$ cat src/rtl/cqu_mips_pkg.sv
// rtl/cqu_mips_pkg.sv - shared constants and IF fetch state encoding
package cqu_mips_pkg;

  localparam logic [31:0] RESET_PC_DEFAULT = 32'h0000_0000;
  localparam logic [31:0] INST_NOP         = 32'h0000_0000;
  localparam int          STALL_IF         = 0;

  typedef enum logic {
    IF_IDLE = 1'b0,
    IF_REQ  = 1'b1
  } if_state_e;

endpackage

$ cat src/rtl/if_prefetch_unit_if.sv
// rtl/if_prefetch_unit_if.sv - instruction memory req/ack bus
interface if_prefetch_unit_if #(
  parameter int ADDR_W = 32,
  parameter int DATA_W = 32
) ();

  logic              imem_req;
  logic [ADDR_W-1:0] imem_addr;
  logic              imem_ack;
  logic [DATA_W-1:0] imem_rdata;

  modport master (output imem_req, output imem_addr, input imem_ack, input imem_rdata);
  modport slave  (input imem_req, input imem_addr, output imem_ack, output imem_rdata);

endinterface

$ cat src/rtl/if_fifo.sv
// rtl/if_fifo.sv - synchronous prefetch FIFO with flush
module if_fifo #(
  parameter int WIDTH = 64,
  parameter int DEPTH = 4
) (
  input  logic                   clk,
  input  logic                   rstn,
  input  logic                   push_i,
  input  logic [WIDTH-1:0]       data_i,
  input  logic                   pop_i,
  input  logic                   flush_i,
  output logic                   full_o,
  output logic                   empty_o,
  output logic [$clog2(DEPTH):0] count_o,
  output logic [WIDTH-1:0]       head_o
);
  localparam int PTR_W = $clog2(DEPTH);
  localparam int CNT_W = PTR_W + 1;

  logic [WIDTH-1:0] mem_q [DEPTH];
  logic [PTR_W-1:0] wr_ptr_q, rd_ptr_q;
  logic [CNT_W-1:0] count_q;
  logic             do_push, do_pop;

  assign full_o  = (count_q == CNT_W'(DEPTH));
  assign empty_o = (count_q == '0);
  assign do_push = push_i & ~full_o;
  assign do_pop  = pop_i & ~empty_o;

  always_ff @(posedge clk or negedge rstn) begin
    if (!rstn) begin
      wr_ptr_q <= '0;
      rd_ptr_q <= '0;
      count_q  <= '0;
    end else if (flush_i) begin
      wr_ptr_q <= '0;
      rd_ptr_q <= '0;
      count_q  <= '0;
    end else begin
      wr_ptr_q <= wr_ptr_q + PTR_W'(do_push);
      rd_ptr_q <= rd_ptr_q + PTR_W'(do_pop);
      count_q  <= count_q + CNT_W'(do_push) - CNT_W'(do_pop);
    end
  end

  // Storage carries no reset; the empty flag masks stale contents.
  always_ff @(posedge clk) begin
    if (do_push && !flush_i) begin
      mem_q[wr_ptr_q] <= data_i;
    end
  end

  assign count_o = count_q;
  assign head_o  = mem_q[rd_ptr_q];

endmodule

$ cat src/rtl/if_prefetch_unit.sv
// rtl/if_prefetch_unit.sv - sequential instruction prefetcher with redirect flush
module if_prefetch_unit
  import cqu_mips_pkg::*;
#(
  parameter int                ADDR_W     = 32,
  parameter int                DATA_W     = 32,
  parameter int                FIFO_DEPTH = 4,
  parameter logic [ADDR_W-1:0] RESET_PC   = ADDR_W'(RESET_PC_DEFAULT)
) (
  input  logic               clk,
  input  logic               rstn,
  input  logic [5:0]         stall,
  input  logic               redirect_valid,
  input  logic [ADDR_W-1:0]  redirect_pc,
  if_prefetch_unit_if.master imem,
  output logic               inst_valid,
  output logic [DATA_W-1:0]  inst,
  output logic [ADDR_W-1:0]  inst_pc
);
  localparam int CNT_W = $clog2(FIFO_DEPTH) + 1;
  localparam int ENT_W = ADDR_W + DATA_W;

  if_state_e         state_q;
  logic [ADDR_W-1:0] fetch_pc_q, imem_addr_q;
  logic              imem_req_q, discard_q;

  logic              push, pop, fifo_full, fifo_empty;
  logic [CNT_W-1:0]  fifo_count, count_after;
  logic [ENT_W-1:0]  fifo_head;
  logic [ADDR_W-1:0] redirect_target, next_pc;
  logic              stall_unused;

  assign stall_unused    = ^stall[5:1];
  assign redirect_target = {redirect_pc[ADDR_W-1:2], 2'b00};

  // Redirect wins over both queue operations; a discarded response never enters the queue.
  assign push        = imem_req_q & imem.imem_ack & ~discard_q & ~redirect_valid;
  assign pop         = inst_valid & ~stall[STALL_IF] & ~redirect_valid;
  assign count_after = fifo_count + CNT_W'(push) - CNT_W'(pop);
  assign next_pc     = discard_q ? fetch_pc_q : fetch_pc_q + ADDR_W'(4);

  if_fifo #(
    .WIDTH (ENT_W),
    .DEPTH (FIFO_DEPTH)
  ) u_fifo (
    .clk     (clk),
    .rstn    (rstn),
    .push_i  (push),
    .data_i  ({fetch_pc_q, imem.imem_rdata}),
    .pop_i   (pop),
    .flush_i (redirect_valid),
    .full_o  (fifo_full),
    .empty_o (fifo_empty),
    .count_o (fifo_count),
    .head_o  (fifo_head)
  );

  always_ff @(posedge clk or negedge rstn) begin
    if (!rstn) begin
      state_q     <= IF_IDLE;
      fetch_pc_q  <= RESET_PC;
      discard_q   <= 1'b0;
      imem_req_q  <= 1'b0;
      imem_addr_q <= RESET_PC;
    end else begin
      case (state_q)
        IF_IDLE: begin
          if (redirect_valid) begin
            fetch_pc_q <= redirect_target;
          end else if (!fifo_full) begin
            state_q     <= IF_REQ;
            imem_req_q  <= 1'b1;
            imem_addr_q <= fetch_pc_q;
          end
        end
        IF_REQ: begin
          if (redirect_valid) begin
            fetch_pc_q <= redirect_target;
            // Response arriving with the redirect is simply dropped; otherwise wait it out.
            if (imem.imem_ack) begin
              discard_q   <= 1'b0;
              imem_addr_q <= redirect_target;
            end else begin
              discard_q <= 1'b1;
            end
          end else if (imem.imem_ack) begin
            discard_q  <= 1'b0;
            fetch_pc_q <= next_pc;
            // Only issue when the response is guaranteed a queue slot.
            if (count_after < CNT_W'(FIFO_DEPTH)) begin
              imem_addr_q <= next_pc;
            end else begin
              state_q    <= IF_IDLE;
              imem_req_q <= 1'b0;
            end
          end
        end
        default: state_q <= IF_IDLE;
      endcase
    end
  end

  assign imem.imem_req  = imem_req_q;
  assign imem.imem_addr = imem_addr_q;

  assign inst_valid = ~fifo_empty;
  assign inst       = fifo_empty ? DATA_W'(INST_NOP) : fifo_head[DATA_W-1:0];
  assign inst_pc    = fifo_empty ? '0 : fifo_head[ENT_W-1:DATA_W];

endmodule

$ cat src/flat_wrapper.sv
// flat-port wrapper written by rule: the top's interface ports become plain ports
module if_prefetch_unit_flat import cqu_mips_pkg::*;
#(
  parameter int                ADDR_W     = 32,
  parameter int                DATA_W     = 32,
  parameter int                FIFO_DEPTH = 4,
  parameter logic [ADDR_W-1:0] RESET_PC   = ADDR_W'(RESET_PC_DEFAULT)
)
  (clk, rstn, stall, redirect_valid, redirect_pc, inst_valid, inst, inst_pc, imem_imem_req, imem_imem_addr, imem_imem_ack, imem_imem_rdata);
  if_prefetch_unit_if #(.ADDR_W(ADDR_W), .DATA_W(DATA_W)) imem_i ();
  input  logic clk;
  input  logic rstn;
  input  logic [5:0] stall;
  input  logic redirect_valid;
  input  logic [ADDR_W-1:0] redirect_pc;
  output logic inst_valid;
  output logic [DATA_W-1:0] inst;
  output logic [ADDR_W-1:0] inst_pc;
  output wire logic [$bits(imem_i.imem_req)-1:0] imem_imem_req;
  output wire logic [$bits(imem_i.imem_addr)-1:0] imem_imem_addr;
  input wire logic [$bits(imem_i.imem_ack)-1:0] imem_imem_ack;
  input wire logic [$bits(imem_i.imem_rdata)-1:0] imem_imem_rdata;
  assign imem_imem_req = imem_i.imem_req;
  assign imem_imem_addr = imem_i.imem_addr;
  assign imem_i.imem_ack = imem_imem_ack;
  assign imem_i.imem_rdata = imem_imem_rdata;
  if_prefetch_unit #(.ADDR_W(ADDR_W), .DATA_W(DATA_W), .FIFO_DEPTH(FIFO_DEPTH), .RESET_PC(RESET_PC)) u_core (.clk(clk), .rstn(rstn), .stall(stall), .redirect_valid(redirect_valid), .redirect_pc(redirect_pc), .imem(imem_i), .inst_valid(inst_valid), .inst(inst), .inst_pc(inst_pc));
endmodule
$ cat config.mk
export PLATFORM = sky130hd
export DESIGN_NAME = if_prefetch_unit_flat
export DESIGN_NICKNAME = d
export VERILOG_FILES = /design/src/rtl/cqu_mips_pkg.sv /design/src/rtl/if_prefetch_unit_if.sv /design/src/rtl/if_fifo.sv /design/src/rtl/if_prefetch_unit.sv /design/src/flat_wrapper.sv
export SDC_FILE = /design/constraint.sdc
export NUM_CORES = 1
export LEC_CHECK = 0
export BUFFER_PORTS_ARGS = -buffer_cell sky130_fd_sc_hd__buf_2
export CAP_MARGIN = 20
export CORE_MARGIN = 10
export CORE_UTILIZATION = 30
export DETAILED_ROUTE_END_ITERATION = 8
export HOLD_SLACK_MARGIN = 0.15
export PLACE_DENSITY = 0.59
export SYNTH_ARGS = -nofsm -noshare
export SYNTH_HDL_FRONTEND = slang
export SYNTH_SLANG_ARGS = --single-unit
$ cat constraint.sdc
create_clock -name clk -period 8.35 [get_ports clk]
set_clock_uncertainty 0.15 [all_clocks]
set_input_delay 0.4175 -clock clk [delete_from_list [all_inputs] [get_ports clk]]
set_output_delay 0.4175 -clock clk [all_outputs]
set_load 0.05 [all_outputs]
-- Yosys cells after proc, flatten, opt, wreduce, memory -nomap -nowiden
Memory sizes are Yosys's and may differ from the RTL's.
Cells that the tools add are included.
- $add $sub $neg: 7
- $lt $le $gt $ge: 1
- eq/ne operators: 9
- mux-type cells: 34
- bitwise operators: 13
- reduce and logical (&&, ||, !) cells: 8
- operators by type and width (kind ; count):
    32-bit two-way mux ; 12
    32-bit one-hot mux with 2 select lines ; 2
    32-bit by 3-bit adder with 32-bit output (second input constant) ; 1
    1-bit two-way mux ; 15
    2-bit != test (second input constant) ; 6
    1-bit bitwise AND ; 7
    3-bit by 1-bit adder with 3-bit output ; 2
    3-bit != test (second input constant) ; 2
    1-bit NOT ; 6
    3-bit by 1-bit subtractor with 3-bit output ; 2
    5-bit AND reduction ; 1
    2-bit by 1-bit adder with 2-bit output ; 2
    2-bit two-way mux ; 2
    1-bit one-hot mux with 2 select lines ; 2
    2-bit AND reduction ; 2
    4-bit AND reduction ; 1
    3-bit equality test (second input constant) ; 1
    3-bit logical NOT ; 1
    3-bit < comparator (second input constant) ; 1
    3-bit two-way mux ; 1
    2-bit nonzero test ; 1
    1-bit logical AND ; 1
    1-bit logical NOT ; 1
- flip-flop bits (word level): 74
- bits in writable memories: 256
- output and inout port bits: 98
- memories: 1
- memory list (memory ; depth ; bits a word ; rd ports ; clocked after memory_dff ; write ports ; RTL line ; text):
    u_core.u_fifo.mem_q ; 4 ; 64 ; 1 ; 0 ; 1 ; if_fifo.sv:20 ; logic [WIDTH-1:0] mem_q [DEPTH];

-- Logic depth before layout (Yosys ltp)
Gate-level depths: netlist of run 1.
- depth after elaboration: 10
- gate-level depth with buffers: 15
- depth with buffers taken out: 10

-- Cells and area by module
From an unflattened synthesis of run 1, not the netlist that was laid out.
- cells, all modules: 942
- area total of the unflattened synthesis: 14589.0 µm²
- modules (own cells, without submodules) (module ; times used ; cells an instance ; area each (µm²) ; seq. area each (µm²)):
    if_fifo ; 1 ; 370 ; 9716.8 ; 7862.5
    if_prefetch_unit ; 1 ; 572 ; 4872.2 ; 1676.6

-- Worst setup path after synthesis of run 1
No wires, ideal clock.
- path kind: in2reg
- from: in redirect_valid
- to: mem u_core.u_fifo.mem_q[0][0] (enable)
- setup time: 0.565 ns
- arrival time: 5.516 ns
- data required time: 7.635 ns
- setup slack: 2.120 ns
- cell stages on the path: 5
- path buffers: 1
- path through: clkbuf_1 -> nor2_1 -> nand3_1 -> or2_2 -> nor3_1
- cells in the longest elaborated chain, start to end: 6
- elaborated cells on any way between the ends: 7
- those cells by class: mux (2); bitwise (3); reduce/logical (2)
- RTL lines (item ; RTL line ; text):
    start: declaration ; flat_wrapper.sv:14 ; input logic redirect_valid;
    1-bit NOT ; if_prefetch_unit.sv:37 ; assign push = imem_req_q & imem.imem_ack & ~discard_q & ~redirect_valid;
    1-bit bitwise AND ; if_prefetch_unit.sv:37 ;
    1-bit bitwise AND ; if_fifo.sv:27 ; assign do_push = push_i & ~full_o;
    1-bit logical AND (*) ; if_fifo.sv:48 ; if (do_push && !flush_i) begin
    1-bit two-way mux (*) ; if_fifo.sv:48 ;
    1-bit two-way mux (implied by the code) (*) ; if_fifo.sv:49 ; mem_q[wr_ptr_q] <= data_i;
    end: declaration ; if_fifo.sv:20 ;
Every way passes the cells marked *; elsewhere a longest branch is shown, timed or not.

-- Final worst setup path of run 1
- from: reg u_core.u_fifo.count_q[0], in the netlist u_core.u_fifo.count_o[0]
- to: reg u_core.imem_addr_q[28], in the netlist u_core.imem.imem_addr[28]
- cells in the longest elaborated chain, start to end: 8
- elaborated cells on any way between the ends: 11
- those cells by class: add/sub (2); order compare (1); eq/ne (3); bitwise (3); reduce/logical (2)
- RTL lines (item ; RTL line ; text):
    start: declaration ; if_fifo.sv:22 ; logic [CNT_W-1:0] count_q;
    start signal: assignment ; if_fifo.sv:42 ; count_q <= count_q + CNT_W'(do_push) - CNT_W'(do_pop);
    3-bit logical NOT ; if_fifo.sv:26 ; assign empty_o = (count_q == '0);
    1-bit NOT ; if_prefetch_unit.sv:106 ; assign inst_valid = ~fifo_empty;
    1-bit bitwise AND (2 in a row) ; if_prefetch_unit.sv:38 ; assign pop = inst_valid & ~stall[STALL_IF] & ~redirect_valid;
    3-bit by 1-bit subtractor with 3-bit output ; if_prefetch_unit.sv:39 ; assign count_after = fifo_count + CNT_W'(push) - CNT_W'(pop);
    3-bit < comparator ; if_prefetch_unit.sv:90 ; if (count_after < CNT_W'(FIFO_DEPTH)) begin
    3-bit != test (no line) ; n/a ;
    4-bit AND reduction (no line) (*) ; n/a ;
    end signal: assignment ; if_prefetch_unit.sv:73 ; imem_addr_q <= fetch_pc_q;
    end signal: assignment ; if_prefetch_unit.sv:82 ; imem_addr_q <= redirect_target;
    end signal: assignment ; if_prefetch_unit.sv:91 ; imem_addr_q <= next_pc;
    end: declaration ; if_prefetch_unit.sv:24 ; logic [ADDR_W-1:0] fetch_pc_q, imem_addr_q;
Marked as above.
A chain may end at the register's enable or synchronous reset.

==> impl_metrics.toml, run 1 <==
[sta]
setup_tns_ns = 0
setup_viol = 0
period_minus_slack_ns = 3.91
period_share = 0.469
grt_setup_unrepaired = "false"
slew_viol_final = 0
slew_headroom = 0.280
fmax_mhz = 255
setup_ws_ns = 4.44
hold_viol_final = 0
worst_pin_slew_ns = 1.08

[clocking]
numCtsBuffers = 38
hold_buffers = 65
cts_setup_buffers = 0
ctsResizeCount = 0
cts.clk_slew.worst_paths_ns = 0.06
clock_sinks = 330
tritoncts = "done"
clock_path_buffers = 3
clock_latency_ns = 0.55
htreeDepth = 2
cts_root_buffer = "clkbuf_16"

[worst_setup_path]
path_class = "register to register"
worstSetupStartpointType = "register"
end_kind = "register"
critical_path.max_fanout = 67
arrival_ns = 4.19
worstPathRequired_ns = 8.63

[pwr]
p_sw_mw = 2.40
power_frac_seq = 0.364
p_clk_frac = 0.294
power.total_mw = 6.12
switching_share = 0.393
p_per_area_nw_per_um2 = 343
p_comb_frac = 0.343
p_leak_nw = 6.42
power.internal_mw = 3.71
peakVddDrop_mv = 0.247

[synthesis]
synth_top_area_cell = "edfxtp_1"
async_flop_share = 0.224
syn_area_per_cell_um2 = 14.9
synth_edf_count = 256
ys_top_cells_by_area = "edfxtp_1 53%, dfrtp_1 13%, mux4_2 10%"
synth_nets = 1046
synth_flop_cell = "edfxtp_1"
yosys_warnings = 0
synth_seq_cells = 330
synth-seq-area-share = 0.663
syn-cell-area_um2 = 14400
synthDistinctLibCells = 68
postSynthCellCount = 964
synth_top_cell_area_share = 0.535

[floorplan]
num_rows = 80
die_h_um = 239
die_w_um = 239
initial_core_util = 0.302
top_level_ports = 172
core_um2 = 47500
dieArea_um2 = 57100

[cells_and_area]
antennaDiodeCount = 0
finalNetCount = 1260
final_layout_size_suffix_gt1_frac = 0.275
area_delta_synth_final_pct = 24.0
mostFrequentLayoutCell = "edfxtp_1"
final_cell_mix = "256 x edfxtp_1, 163 x buf_2, 71 x and2_1, 71 x dfrtp_1, 65 x dlygate4sd3_1"
final_area_um2 = 17800
post-route-util = 0.375

[detailed_routing]
dr.first_iter.drc_count = 767
drc = 0
viasPerCell = 5.04
routed_wl_um = 38300
firstDrtPassIters = 7
wire_per_inst_um = 21.0
dr_total_vias = 9185
drt.antenna.violating_nets = 0

[grt]
grt_max_degree = 68
grt-ovfl-total = 0
antenna_found_initial = 0
grt.total_usage = 0.133
grt_first_pass_wirelength_um = 58200
first_global_vias = 9335

[placement]
placed_cell_area_um2 = 15800
gp_congestion = 0.790
io_buffers = 164
pre_cts_ws_ns = 4.36
dp_hpwl_um = 23900

[outcome]
outcome = "finished, final reports clean"

[job]
drv_cap = 0

[hold_path]
hold_class = "primary input to register"
-- registers in the layout (all words and copies together) (netlist names) --
name,cells
u_core.discard_q,1
u_core.fetch_pc_q,32
u_core.imem.imem_addr,32
u_core.imem.imem_req,1
u_core.state_q,1
u_core.u_fifo.count_o,3
u_core.u_fifo.mem_q,256
u_core.u_fifo.rd_ptr_q,2
u_core.u_fifo.wr_ptr_q,2
-- critical path, stage by stage, from the launching register on --
cell      delay, ns
dfrtp_1        0.41
or3_2          0.45
buf_4          0.34
nor3b_1        0.24
ha_1           0.21
inv_1          0.05
ha_1           0.21
and3b_1        0.17
o21ai_0        0.33
a31o_2         0.85
a311oi_1       0.11
a32o_1         0.30
-- worst paths after layout --
| path | cells after the start | slack (ns) | from | to |
|---|---|---|---|---|
| max | 11 | 4.44 | u_core.u_fifo.count_o[0] | u_core.imem.imem_addr[28] |
| min | 3 | 0.24 | redirect_valid | u_core.u_fifo.wr_ptr_q[1] |
| max reg2reg | 11 | 4.44 | u_core.u_fifo.count_o[0] | u_core.imem.imem_addr[28] |
| min reg2reg | 2 | 0.32 | u_core.imem.imem_addr[0] | u_core.imem.imem_addr[0] |
| max in group asynchronous | 3 | 6.74 | rstn | u_core.fetch_pc_q[7] |
| min in group asynchronous | 3 | 0.45 | rstn | u_core.fetch_pc_q[15] |
-- final cells by class --
class                      instances  area [µm²]
clock inverter                    21         285
tap                              615         769
inverter                          13        48.8
sequential                       330        9550
timing repair buffer             244        1590
multi-input combinational        551        4510
fill                            4481       29700
clock buffer                      48        1080
-- kinds of logic (layout without fill, tap and decap cells) --
kind of cell	Yosys count	count (layout)	share of synthesized area
AO/OA/AOI/OAI	141	141	0.0672
flip-flops	330	330	0.663
multiplexers	77	77	0.110
adder cells (fa/ha/maj)	8	8	0.00748
buffers and inverters	83	326	0.0254
XOR/XNOR	17	17	0.0104
AND/OR/NAND/NOR	308	308	0.116
-- metal layers --
| layer | up-vias | wire length [µm] | global-route usage |
|---|---|---|---|
| li1 | 4171 | - | - |
| met4 | 0 | 776 | 0.0386 |
| met3 | 52 | 2520 | 0.0280 |
| met5 | - | 0 | 0 |
| met2 | 312 | 18500 | 0.219 |
| met1 | 4650 | 16500 | 0.173 |
-- Yosys cell counts, drive strengths merged (6+ instances only) --
library cell / count
nor2: 54
nand4: 21
and4: 6
buf: 35
mux4: 64
nor4: 13
dfrtp: 74
nand2b: 6
nor3: 15
o31ai: 14
a31oi: 12
nand2: 62
xnor2: 13
o21ai: 38
mux2i: 6
clkbuf: 35
and3: 11
ha: 7
edfxtp: 256
a21oi: 20
and2: 71
inv: 13
a221oi: 11
mux2: 7
nor2b: 9
nand3: 20
-- per-stage QoR --
step / cells / hold WS [ns]
final: 1822 / 0.238
after global routing: 1822 / 0.262
after CTS: 1821 / 0.208
after detailed placement: 1687 / 0.146
after global placement: 1687 / 0.141
after floorplan: 964 / -0.0281
-- power groups by stage --
stage               logic, mW  registers (mW)  clock network (mW)
global placement         2.10            2.24                   0
floorplan                1.36            2.40                   0
finish                   2.10            2.22                1.80
global route             2.25            2.25                1.91
detailed placement       2.11            2.26                   0
CTS                      2.14            2.22                1.85
Power figures use the tool's default switching activity.
==> inputs of run 2 (changes only) <==
- PLACE_DENSITY: 0.59 -> 0.6
- clock period: 8.35 -> 3.22 ns (I/O delays scaled with it)
==> run 2 against run 1 <==
Sequential cell count unchanged. Via count increased by 1.3%. Critical path type unchanged. Sequential power increased to 2.6 times the previous value. Cell count increased by 1.8%. Core utilization increased by 0.57 points. Fmax increased by 26%. Highest routed layer unchanged. Clock power increased by 130%. First-iteration DRC count increased by 1.6%. Total power increased to 2.5 times the previous value. Sequential share of layout area decreased by 0.79 points.
==> impl_metrics.toml, run 2 (synthesis gave the netlist of run 1 again) <==
[floorplan]
top_level_ports = 172
die_h_um = 239
num_rows = 80
die_w_um = 239
initial_core_util = 0.302
dieArea_um2 = 57100
core_um2 = 47500

[cells_and_area]
final_layout_size_suffix_gt1_frac = 0.292
final_cell_mix = "256 x edfxtp_1, 163 x buf_2, 72 x dlygate4sd3_1, 71 x and2_1, 69 x dfrtp_1"
largest_reg_flops = 256
finalNetCount = 1293
antennaDiodeCount = 0
max_flop_register = "u_core.u_fifo.mem_q"
mostFrequentLayoutCell = "edfxtp_1"
area_delta_synth_final_pct = 25.9
stdcell_count = 1854

[detailed_routing]
dr.first_iter.drc_count = 779
viasPerCell = 5.02
wire_per_inst_um = 20.9
dr_total_vias = 9303
drc = 0
firstDrtPassIters = 5
routed_wl_um = 38800
drt.antenna.violating_nets = 0

[worst_setup_path]
slowest_delay_ns = 0.49
worstSetupStartpointType = "register"
arrival_ns = 3.46
r2r_setup_slack_ns = 0.10
cp_slowest_cell = "or3_2"
crit_buf_inv = 2
critical_path.max_fanout = 26
end_kind = "register"
crit_chain = "or3_2 > nor3b_1 > ha_1 > inv_1 > ha_1 > and3b_1 > or3_4 > a31o_4 > buf_12 > a311oi_2 > a32o_1"
critPathTopFamily = "simple AND/OR/NAND/NOR gates"
path_class = "register to register"
worstPathRequired_ns = 3.56
cpMostUsedCell = "ha_1"

[sta]
holdWs_ns = 0.216
hold_viol_final = 0
slew_viol_final = 0
setup_viol = 0
period_share = 0.969
grt_setup_unrepaired = "true"
period_minus_slack_ns = 3.12
worst_pin_slew_ns = 0.703
slew_headroom = 0.531
fmax_mhz = 321

[grt]
grt-ovfl-total = 0
grt.total_usage = 0.135
antenna_found_initial = 0
first_global_vias = 9520
grt_max_degree = 75
grt_first_pass_wirelength_um = 59400

[clocking]
clock_latency_ns = 0.55
clock_sinks = 330
numCtsBuffers = 38
htreeDepth = 2
clock_path_buffers = 3
cts.clk_slew.worst_paths_ns = 0.06
cts_setup_buffers = 0
cts_root_buffer = "clkbuf_16"
tritoncts = "done"

[placement]
io_buffers = 164
dp_cells = 1713
dp_hpwl_um = 25100
gp_congestion = 0.796

[job]
drv_cap = 0

[hold_path]
hold_class = "primary input to register"

[pwr]
peakVddDrop_mv = 0.536
p_leak_nw = 6.53
p_per_area_nw_per_um2 = 861

[outcome]
outcome = "finished, final reports clean"
==> run 2: cell type report <==
class                           instances  area, µm²
Sequential cell                       330       9550
Clock buffer                           55       1060
Timing Repair Buffer                  277       1990
Inverter                               13       48.8
Tap cell                              615        769
Fill cell                            4447      29400
Multi-Input combinational cell        551       4570
Clock inverter                         13        108
==> run 2: report_power, final <==
part / switching, mW / internal [mW] / leakage [nW]
Sequential: 0.518 / 5.17 / 3.19
Combinational: 4.12 / 1.72 / 2.76
Clock: 1.67 / 2.38 / 0.581
Total: 6.31 / 9.28 / 6.53
==> run 2: final timing paths <==
path	from	to	cells past startpoint
worst min register to register	u_core.imem.imem_addr[1]	u_core.imem.imem_addr[1]	2
max in group asynchronous	rstn	u_core.u_fifo.rd_ptr_q[0]	4
min in group asynchronous	rstn	u_core.fetch_pc_q[19]	3
worst max register to register	u_core.u_fifo.count_o[2]	u_core.imem.imem_addr[28]	11
worst max-delay path	u_core.u_fifo.count_o[2]	u_core.imem.imem_addr[28]	11
worst min-delay path	imem_imem_rdata[7]	u_core.u_fifo.mem_q[1][7]	2
==> run 2: stage by stage <==
step / setup WS (ns) / util / setup TNS [ns] / cell area [µm²] / total power, mW
after global routing: -0.0187 / 0.381 / -0.0204 / 18100 / 16.4
after detailed placement: 0.0473 / 0.339 / 0 / 16100 / 11.5
after global placement: 0.105 / 0.339 / 0 / 16100 / 11.5
final: 0.101 / 0.381 / 0 / 18100 / 15.6
after floorplan: -0.246 / - / -31.38 / 14400 / 9.74
after CTS: 0.0243 / 0.379 / 0 / 18000 / 15.7
==> run 2: timing repair <==
item	in CTS	in global routing
setup endpoints to repair	0	12
endpoints found under the hold margin	273	25
gates resized for setup	0	11
hold buffers	71	1
==> run 2: metal layers <==
metal / part of all wire / GRT usage / wire (µm) / up-vias
met2: 0.47 / 0.213 / 18000 / 335
li1: - / - / - / 4235
met5: 0 / 0 / 0 / -
met4: 0.019 / 0.0324 / 745 / 0
met3: 0.072 / 0.0372 / 2780 / 53
met1: 0.44 / 0.181 / 17200 / 4680
